File: src/rtl/alu_share_arbiter_pkg.sv
// Shared ALU definitions: control codes, op-class encodings, arbiter FSM states
// and the {alu_op, func3, func7} -> alu_ctrl decode used by the arbiter and execute stage.
package alu_share_arbiter_pkg;

  localparam logic [3:0] ALU_CTRL_AND = 4'b0000;
  localparam logic [3:0] ALU_CTRL_OR  = 4'b0001;
  localparam logic [3:0] ALU_CTRL_ADD = 4'b0010;
  localparam logic [3:0] ALU_CTRL_SUB = 4'b0110;

  localparam logic [2:0] FUNC3_ADDSUB = 3'b000;
  localparam logic [2:0] FUNC3_OR     = 3'b110;
  localparam logic [2:0] FUNC3_AND    = 3'b111;

  typedef enum logic [1:0] {
    ALU_OP_ADD    = 2'b00,
    ALU_OP_BRANCH = 2'b01,
    ALU_OP_FUNC   = 2'b10,
    ALU_OP_SUB    = 2'b11
  } alu_op_e;

  typedef enum logic [1:0] {
    ST_IDLE  = 2'b00,
    ST_ISSUE = 2'b01,
    ST_RESP  = 2'b10
  } state_e;

  typedef struct packed {
    logic [1:0] alu_op;
    logic [2:0] func3;
    logic       func7;
  } op_fields_t;

  function automatic logic [3:0] alu_decode(input logic [1:0] alu_op,
                                            input logic [2:0] func3,
                                            input logic       func7);
    logic [3:0] ctrl;
    ctrl = ALU_CTRL_ADD;
    case (alu_op)
      ALU_OP_ADD:    ctrl = ALU_CTRL_ADD;
      ALU_OP_BRANCH: ctrl = ALU_CTRL_SUB;
      ALU_OP_SUB:    ctrl = ALU_CTRL_SUB;
      ALU_OP_FUNC: begin
        case (func3)
          FUNC3_ADDSUB: ctrl = func7 ? ALU_CTRL_SUB : ALU_CTRL_ADD;
          FUNC3_OR:     ctrl = ALU_CTRL_OR;
          FUNC3_AND:    ctrl = ALU_CTRL_AND;
          default:      ctrl = ALU_CTRL_ADD;
        endcase
      end
      default: ctrl = ALU_CTRL_ADD;
    endcase
    return ctrl;
  endfunction

endpackage

File: src/rtl/alu_share_arbiter_if.sv
// Request/response bundle between the two ALU requesters (execute, branch-compare)
// and the shared ALU arbiter.
interface alu_share_arbiter_if #(
  parameter int XLEN = 32
);
  logic [1:0]      req_valid;
  logic [1:0]      req_ready;
  logic [1:0]      req0_alu_op;
  logic [2:0]      req0_func3;
  logic            req0_func7;
  logic [XLEN-1:0] req0_a;
  logic [XLEN-1:0] req0_b;
  logic [1:0]      req1_alu_op;
  logic [2:0]      req1_func3;
  logic            req1_func7;
  logic [XLEN-1:0] req1_a;
  logic [XLEN-1:0] req1_b;
  logic [1:0]      rsp_valid;
  logic [1:0]      rsp_ready;
  logic [XLEN-1:0] rsp_result;
  logic            rsp_zero;

  modport master (
    output req_valid, req0_alu_op, req0_func3, req0_func7, req0_a, req0_b,
           req1_alu_op, req1_func3, req1_func7, req1_a, req1_b, rsp_ready,
    input  req_ready, rsp_valid, rsp_result, rsp_zero
  );

  modport slave (
    input  req_valid, req0_alu_op, req0_func3, req0_func7, req0_a, req0_b,
           req1_alu_op, req1_func3, req1_func7, req1_a, req1_b, rsp_ready,
    output req_ready, rsp_valid, rsp_result, rsp_zero
  );
endinterface

File: src/rtl/alu_share_arbiter_rr_arb2.sv
// Two-way round-robin picker: a lone valid wins outright, a tie goes to the
// port that was not granted last time.
module rr_arb2 (
  input  logic [1:0] valid,
  input  logic       last,
  output logic [1:0] grant
);
  assign grant[0] = valid[0] & (~valid[1] | last);
  assign grant[1] = valid[1] & (~valid[0] | ~last);
endmodule

File: src/rtl/alu_share_arbiter.sv
// Shares one combinational ALU between the execute stage (port 0) and the
// branch-compare unit (port 1), one operation in flight at a time.
//
//   state    | meaning
//   ST_IDLE  | offer req_ready to the round-robin winner, latch op on handshake
//   ST_ISSUE | drive ALU from latched op, capture result/zero at end of cycle
//   ST_RESP  | hold rsp_valid[grant_id] with captured result until accepted
module alu_share_arbiter
  import alu_share_arbiter_pkg::*;
#(
  parameter int XLEN = 32
) (
  input  logic            clk,
  input  logic            reset,
  alu_share_arbiter_if.slave bus,
  output logic [3:0]      alu_ctrl,
  output logic [XLEN-1:0] alu_a,
  output logic [XLEN-1:0] alu_b,
  input  logic [XLEN-1:0] alu_result,
  input  logic            alu_zero
);

  state_e     state;
  state_e     state_next;
  logic [1:0] pick;
  logic       last_grant;
  logic       grant_id;
  logic       accept;
  logic       capture;
  op_fields_t op_q;

  rr_arb2 u_rr_arb2 (
    .valid (bus.req_valid),
    .last  (last_grant),
    .grant (pick)
  );

  always_ff @(posedge clk) begin
    if (reset) state <= ST_IDLE;
    else       state <= state_next;
  end

  always_comb begin
    state_next    = state;
    bus.req_ready = 2'b00;
    bus.rsp_valid = 2'b00;
    accept        = 1'b0;
    capture       = 1'b0;
    case (state)
      ST_IDLE: begin
        if (!reset && (pick != 2'b00)) begin
          bus.req_ready = pick;
          accept        = 1'b1;
          state_next    = ST_ISSUE;
        end
      end
      ST_ISSUE: begin
        capture    = 1'b1;
        state_next = ST_RESP;
      end
      ST_RESP: begin
        bus.rsp_valid[grant_id] = 1'b1;
        if (bus.rsp_ready[grant_id]) state_next = ST_IDLE;
      end
      default: state_next = ST_IDLE;
    endcase
  end

  // Operands and op fields only change on a new accept, so the ALU inputs
  // stay quiet outside ISSUE and hold the last issued operation.
  always_ff @(posedge clk) begin
    if (reset) begin
      last_grant     <= 1'b1;
      grant_id       <= 1'b0;
      op_q           <= '{alu_op: ALU_OP_ADD, func3: 3'b000, func7: 1'b0};
      alu_a          <= '0;
      alu_b          <= '0;
      bus.rsp_result <= '0;
      bus.rsp_zero   <= 1'b0;
    end else begin
      if (accept) begin
        grant_id   <= pick[1];
        last_grant <= pick[1];
        if (pick[1]) begin
          op_q  <= '{alu_op: bus.req1_alu_op, func3: bus.req1_func3, func7: bus.req1_func7};
          alu_a <= bus.req1_a;
          alu_b <= bus.req1_b;
        end else begin
          op_q  <= '{alu_op: bus.req0_alu_op, func3: bus.req0_func3, func7: bus.req0_func7};
          alu_a <= bus.req0_a;
          alu_b <= bus.req0_b;
        end
      end
      if (capture) begin
        bus.rsp_result <= alu_result;
        bus.rsp_zero   <= alu_zero;
      end
    end
  end

  assign alu_ctrl = alu_decode(op_q.alu_op, op_q.func3, op_q.func7);

  a_req_ready_onehot: assert property (@(posedge clk) disable iff (reset) $onehot0(bus.req_ready));
  a_rsp_valid_onehot: assert property (@(posedge clk) disable iff (reset) $onehot0(bus.rsp_valid));

endmodule

File: src/flat_wrapper.sv
// flat-port wrapper written by rule: the top's interface ports become plain ports
module alu_share_arbiter_flat import alu_share_arbiter_pkg::*;
#(
  parameter int XLEN = 32
)
  (clk, reset, alu_ctrl, alu_a, alu_b, alu_result, alu_zero, bus_req_valid, bus_req0_alu_op, bus_req0_func3, bus_req0_func7, bus_req0_a, bus_req0_b, bus_req1_alu_op, bus_req1_func3, bus_req1_func7, bus_req1_a, bus_req1_b, bus_rsp_ready, bus_req_ready, bus_rsp_valid, bus_rsp_result, bus_rsp_zero);
  alu_share_arbiter_if #(.XLEN(XLEN)) bus_i ();
  input  logic clk;
  input  logic reset;
  output logic [3:0] alu_ctrl;
  output logic [XLEN-1:0] alu_a;
  output logic [XLEN-1:0] alu_b;
  input  logic [XLEN-1:0] alu_result;
  input  logic alu_zero;
  input wire logic [$bits(bus_i.req_valid)-1:0] bus_req_valid;
  input wire logic [$bits(bus_i.req0_alu_op)-1:0] bus_req0_alu_op;
  input wire logic [$bits(bus_i.req0_func3)-1:0] bus_req0_func3;
  input wire logic [$bits(bus_i.req0_func7)-1:0] bus_req0_func7;
  input wire logic [$bits(bus_i.req0_a)-1:0] bus_req0_a;
  input wire logic [$bits(bus_i.req0_b)-1:0] bus_req0_b;
  input wire logic [$bits(bus_i.req1_alu_op)-1:0] bus_req1_alu_op;
  input wire logic [$bits(bus_i.req1_func3)-1:0] bus_req1_func3;
  input wire logic [$bits(bus_i.req1_func7)-1:0] bus_req1_func7;
  input wire logic [$bits(bus_i.req1_a)-1:0] bus_req1_a;
  input wire logic [$bits(bus_i.req1_b)-1:0] bus_req1_b;
  input wire logic [$bits(bus_i.rsp_ready)-1:0] bus_rsp_ready;
  output wire logic [$bits(bus_i.req_ready)-1:0] bus_req_ready;
  output wire logic [$bits(bus_i.rsp_valid)-1:0] bus_rsp_valid;
  output wire logic [$bits(bus_i.rsp_result)-1:0] bus_rsp_result;
  output wire logic [$bits(bus_i.rsp_zero)-1:0] bus_rsp_zero;
  assign bus_i.req_valid = bus_req_valid;
  assign bus_i.req0_alu_op = bus_req0_alu_op;
  assign bus_i.req0_func3 = bus_req0_func3;
  assign bus_i.req0_func7 = bus_req0_func7;
  assign bus_i.req0_a = bus_req0_a;
  assign bus_i.req0_b = bus_req0_b;
  assign bus_i.req1_alu_op = bus_req1_alu_op;
  assign bus_i.req1_func3 = bus_req1_func3;
  assign bus_i.req1_func7 = bus_req1_func7;
  assign bus_i.req1_a = bus_req1_a;
  assign bus_i.req1_b = bus_req1_b;
  assign bus_i.rsp_ready = bus_rsp_ready;
  assign bus_req_ready = bus_i.req_ready;
  assign bus_rsp_valid = bus_i.rsp_valid;
  assign bus_rsp_result = bus_i.rsp_result;
  assign bus_rsp_zero = bus_i.rsp_zero;
  alu_share_arbiter #(.XLEN(XLEN)) u_core (.clk(clk), .reset(reset), .bus(bus_i), .alu_ctrl(alu_ctrl), .alu_a(alu_a), .alu_b(alu_b), .alu_result(alu_result), .alu_zero(alu_zero));
endmodule
File: config.mk
export PLATFORM = sky130hd
export DESIGN_NAME = alu_share_arbiter_flat
export DESIGN_NICKNAME = d
export VERILOG_FILES = /design/src/rtl/alu_share_arbiter_pkg.sv /design/src/rtl/alu_share_arbiter_if.sv /design/src/rtl/alu_share_arbiter_rr_arb2.sv /design/src/rtl/alu_share_arbiter.sv /design/src/flat_wrapper.sv
export SDC_FILE = /design/constraint.sdc
export NUM_CORES = 1
export LEC_CHECK = 0
export ABC_AREA = 1
export CAP_MARGIN = 20
export CORE_ASPECT_RATIO = 1.4
export CORE_MARGIN = 5
export CORE_UTILIZATION = 41
export DETAILED_ROUTE_END_ITERATION = 10
export GPL_TIMING_DRIVEN = 0
export HOLD_SLACK_MARGIN = 0.08
export PLACE_DENSITY_LB_ADDON = 0.08
export SLEW_MARGIN = 20
export SYNTH_ARGS = -nofsm -noshare
export SYNTH_HDL_FRONTEND = slang
export SYNTH_SLANG_ARGS = --single-unit
File: constraint.sdc
create_clock -name clk -period 2.5 [get_ports clk]
set_input_delay 0.75 -clock clk [delete_from_list [all_inputs] [get_ports clk]]
set_output_delay 0.75 -clock clk [all_outputs]
set_load 0.05 [all_outputs]
==> results.json <==
{
  "status": "finished clean",
  "avgSynthCellArea_um2": 6.60,
  "start_kind": "flip-flop",
  "yosys.cell_count.top_type": "nand2_1",
  "gp_congestion": 0.808,
  "overflow": 0,
  "antenna_found_initial": 2,
  "netlist.area_leader.share_pct": 44.3,
  "start_util_pct": 41.3,
  "die_y_um": 139,
  "clock_path_buffers": 2,
  "regArea_mm2": 0.00214,
  "whs_ns": 0.472,
  "rsz0062_at_grt": "false",
  "p_leak_uw": 0.00360,
  "h-tree-depth": 3,
  "synthTopCellsByArea": "dfxtp_1 (44%), nand2_1 (22%), nand3_1 (9.2%)",
  "crit_end": "bus_rsp_valid[1]",
  "syn2layout_area_growth_pct": 69.2,
  "path_clk_slew_ns": 0.07,
  "routedWlPerCell_um": 15.0,
  "required_ns": 1.75,
  "fillers": 1074,
  "relSlewSlack_pct": 62.1,
  "post-route-min-period_ns": 2.38,
  "ff2ff_setup_slack_ns": 0.98,
  "seq_area_frac_synth_pct": 44.3,
  "synth_cell_type_count": 21,
  "first_pass_iters": 6,
  "num_rows": 47,
  "ctsRootBufferMaster": "clkbuf_16",
  "vias": 5675,
  "synth_common_cells": "nand2_1 (286), dfxtp_1 (107), nand3_1 (89), nor2_1 (70), o21ai_1 (53)",
  "synth_cells": 733,
  "hpwl_mm": 13.8,
  "drc_errors": 0,
  "clk_latency_ns": 0.34,
  "syn_area_mm2": 0.00484,
  "synth_nets": 912,
  "cp-startpoint": "u_core.state[1]$_SDFFE_PP0P_",
  "synthFlopType": "dfxtp_1",
  "slew_violations": 0,
  "crit_path_end_kind": "primary output",
  "drive_above_1_share_pct": 6.67,
  "ys_seq_elements": 107,
  "grt_max_degree": 18,
  "track_usage_pct": 24.2,
  "hold_start": "u_core.alu_a[21]$_SDFFE_PP0P_",
  "route.met3.wl_mm": 1.55,
  "cts_tree": "done",
  "yosys_warnings": 0,
  "cap_viol_max_count": 0,
  "multiInputGateArea_mm2": 0.00234,
  "core_area_mm2": 0.0117,
  "setup_viol": 0,
  "powerDensity_mw_per_mm2": 659,
  "cts_hold_buf": 0,
  "ff2ff_path_depth": 8,
  "nets": 1208,
  "grt_pass1_vias": 5425,
  "worst_pin_slew_ns": 0.567,
  "ant_nets": 0,
  "critPathMaxFanout": 2,
  "r2r_start": "u_core.last_grant$_SDFFE_PP1P_",
  "r2r-end": "u_core.op_q[2]$_SDFFE_PP0P_",
  "clock-sinks": 107,
  "dieArea_mm2": 0.0141,
  "period_share_pct": 95.1,
  "ys_async_sr_fraction_pct": 0,
  "drt-total-wl_mm": 17.7,
  "critical_path_class": "flip-flop to primary output",
  "wl_met1_mm": 6.72,
  "final_util_pct": 70.0,
  "synth_area_leader_cell": "dfxtp_1",
  "hold_path.class": "flip-flop to flip-flop",
  "fin_skew_ns": 0.00620,
  "drtIter0Drc": 205,
  "hold_viol_final": 0,
  "synth_edf_count": 0,
  "top_layer": "met5",
  "cts_buffers": 9,
  "wl_met2_mm": 8.98,
  "viasPerCell": 4.80,
  "die_w_um": 102,
  "io_pins": 284,
  "critPathArrivalTime_ns": 1.63,
  "grt_pass1_wl_mm": 27.3,
  "fmax_mhz": 421,
  "vdd_drop_max_uv": 352,
  "portBuffers": 282
}
==> layout by cell type (no fill, tap or decap) <==
| cell type | instances |
|---|---|
| diode_2 | 1 |
| nand3_1 | 89 |
| nor2_1 | 70 |
| nand2_4 | 1 |
| buf_2 | 25 |
| dfxtp_1 | 107 |
| o21ai_2 | 2 |
| a21oi_1 | 1 |
| inv_1 | 24 |
| dlymetal6s2s_1 | 1 |
| clkinv_2 | 3 |
| buf_6 | 9 |
| nor3_1 | 1 |
| clkbuf_8 | 1 |
| nor3_4 | 1 |
| clkdlybuf4s50_1 | 272 |
| dlygate4sd2_1 | 6 |
| inv_2 | 1 |
| nor2_4 | 2 |
| clkbuf_16 | 9 |
| inv_6 | 1 |
| nand2_2 | 1 |
| buf_4 | 8 |
| o211ai_2 | 1 |
| inv_4 | 1 |
| clkinv_4 | 1 |
| clkbuf_2 | 1 |
| clkinvlp_4 | 1 |
| o21ai_0 | 34 |
| nand4_1 | 3 |
| o21ai_1 | 53 |
| nand2_1 | 286 |
| conb_1 | 1 |
| clkbuf_1 | 11 |
| buf_1 | 6 |
==> critical path: stages, from the launching register on <==
cell           delay, ns
dfxtp_1             0.37
inv_1               0.07
nor2_1              0.14
inv_1               0.08
nor2_1              0.08
dlygate4sd2_1       0.55
==> worst min-delay path by stage <==
stage	end	cells after the start
after floorplan	u_core.op_q[0]$_SDFFE_PP0P_	2
after global placement	u_core.alu_a[21]$_SDFFE_PP0P_	2
after detailed placement	u_core.alu_a[19]$_SDFFE_PP0P_	2
after CTS	u_core.alu_a[19]$_SDFFE_PP0P_	2
after global routing	u_core.alu_a[12]$_SDFFE_PP0P_	2
final	u_core.alu_a[21]$_SDFFE_PP0P_	2
==> kinds of logic after synthesis <==
group                  synth area share, %
AOI/OAI and AO/OA                     9.65
buffers and inverters                 7.86
DFF                                   44.3
other                               0.0775
and+or+nand+nor                       38.1
==> registers in the layout (all words and copies together) (netlist names) <==
register,count
u_core.alu_a,32
u_core.grant_id,1
u_core.state,2
u_core.last_grant,1
u_core.op_q,6
u_core.alu_b,32
u_core.bus.rsp_zero,1
u_core.bus.rsp_result,32
==> final cells by class <==
cell class | count | share of cell area (%)
Multi-Input combinational cell | 546 | 28.5
Clock buffer | 10 | 2.92
Tap cell | 147 | 2.25
Antenna cell | 1 | 0.0306
Inverter | 26 | 1.22
Buffer | 52 | 3.55
Clock inverter | 6 | 0.489
Sequential cell | 107 | 26.2
Timing Repair Buffer | 287 | 34.8
==> metrics by stage <==
stage | instances | total power (µW) | worst slack (ns) | TNS [ns] | cell area, µm²
4_1_cts | 1181 | 5420 | 0.00804 | 0 | 8190
3_5_place_dp | 1162 | 4070 | -1.30 | -2.49 | 7860
3_3_place_gp | 1162 | 4050 | -1.31 | -2.50 | 7860
2_1_floorplan | 733 | 3240 | 0.0192 | 0 | 4850
6_report | 1182 | 5390 | 0.123 | 0 | 8190
5_1_grt | 1182 | 5660 | 0.0156 | 0 | 8190
==> report_power, final <==
part / internal, µW / total [µW] / switching (µW)
Combinational: 779 / 2020 / 1240
Sequential: 1910 / 2020 / 111
Clock: 704 / 1350 / 647
Total: 3390 / 5390 / 2000
==> what timing repair did <==
item / in CTS / in global routing
setup buffers: 5 / 0
resized for setup: 31 / 2
endpoints found under the setup margin: 6 / 3
pin swaps: 2 / 1
gates cloned: 0 / 0
==> layer usage <==
| metal | track usage, % | vias up |
|---|---|---|
| met5 | 0 | - |
| met4 | 8.09 | 2 |
| met3 | 7.10 | 36 |
| met2 | 43.4 | 215 |
| met1 | 26.7 | 2504 |
| li1 | - | 2918 |
Note: power is estimated with default switching activity, not from simulation.
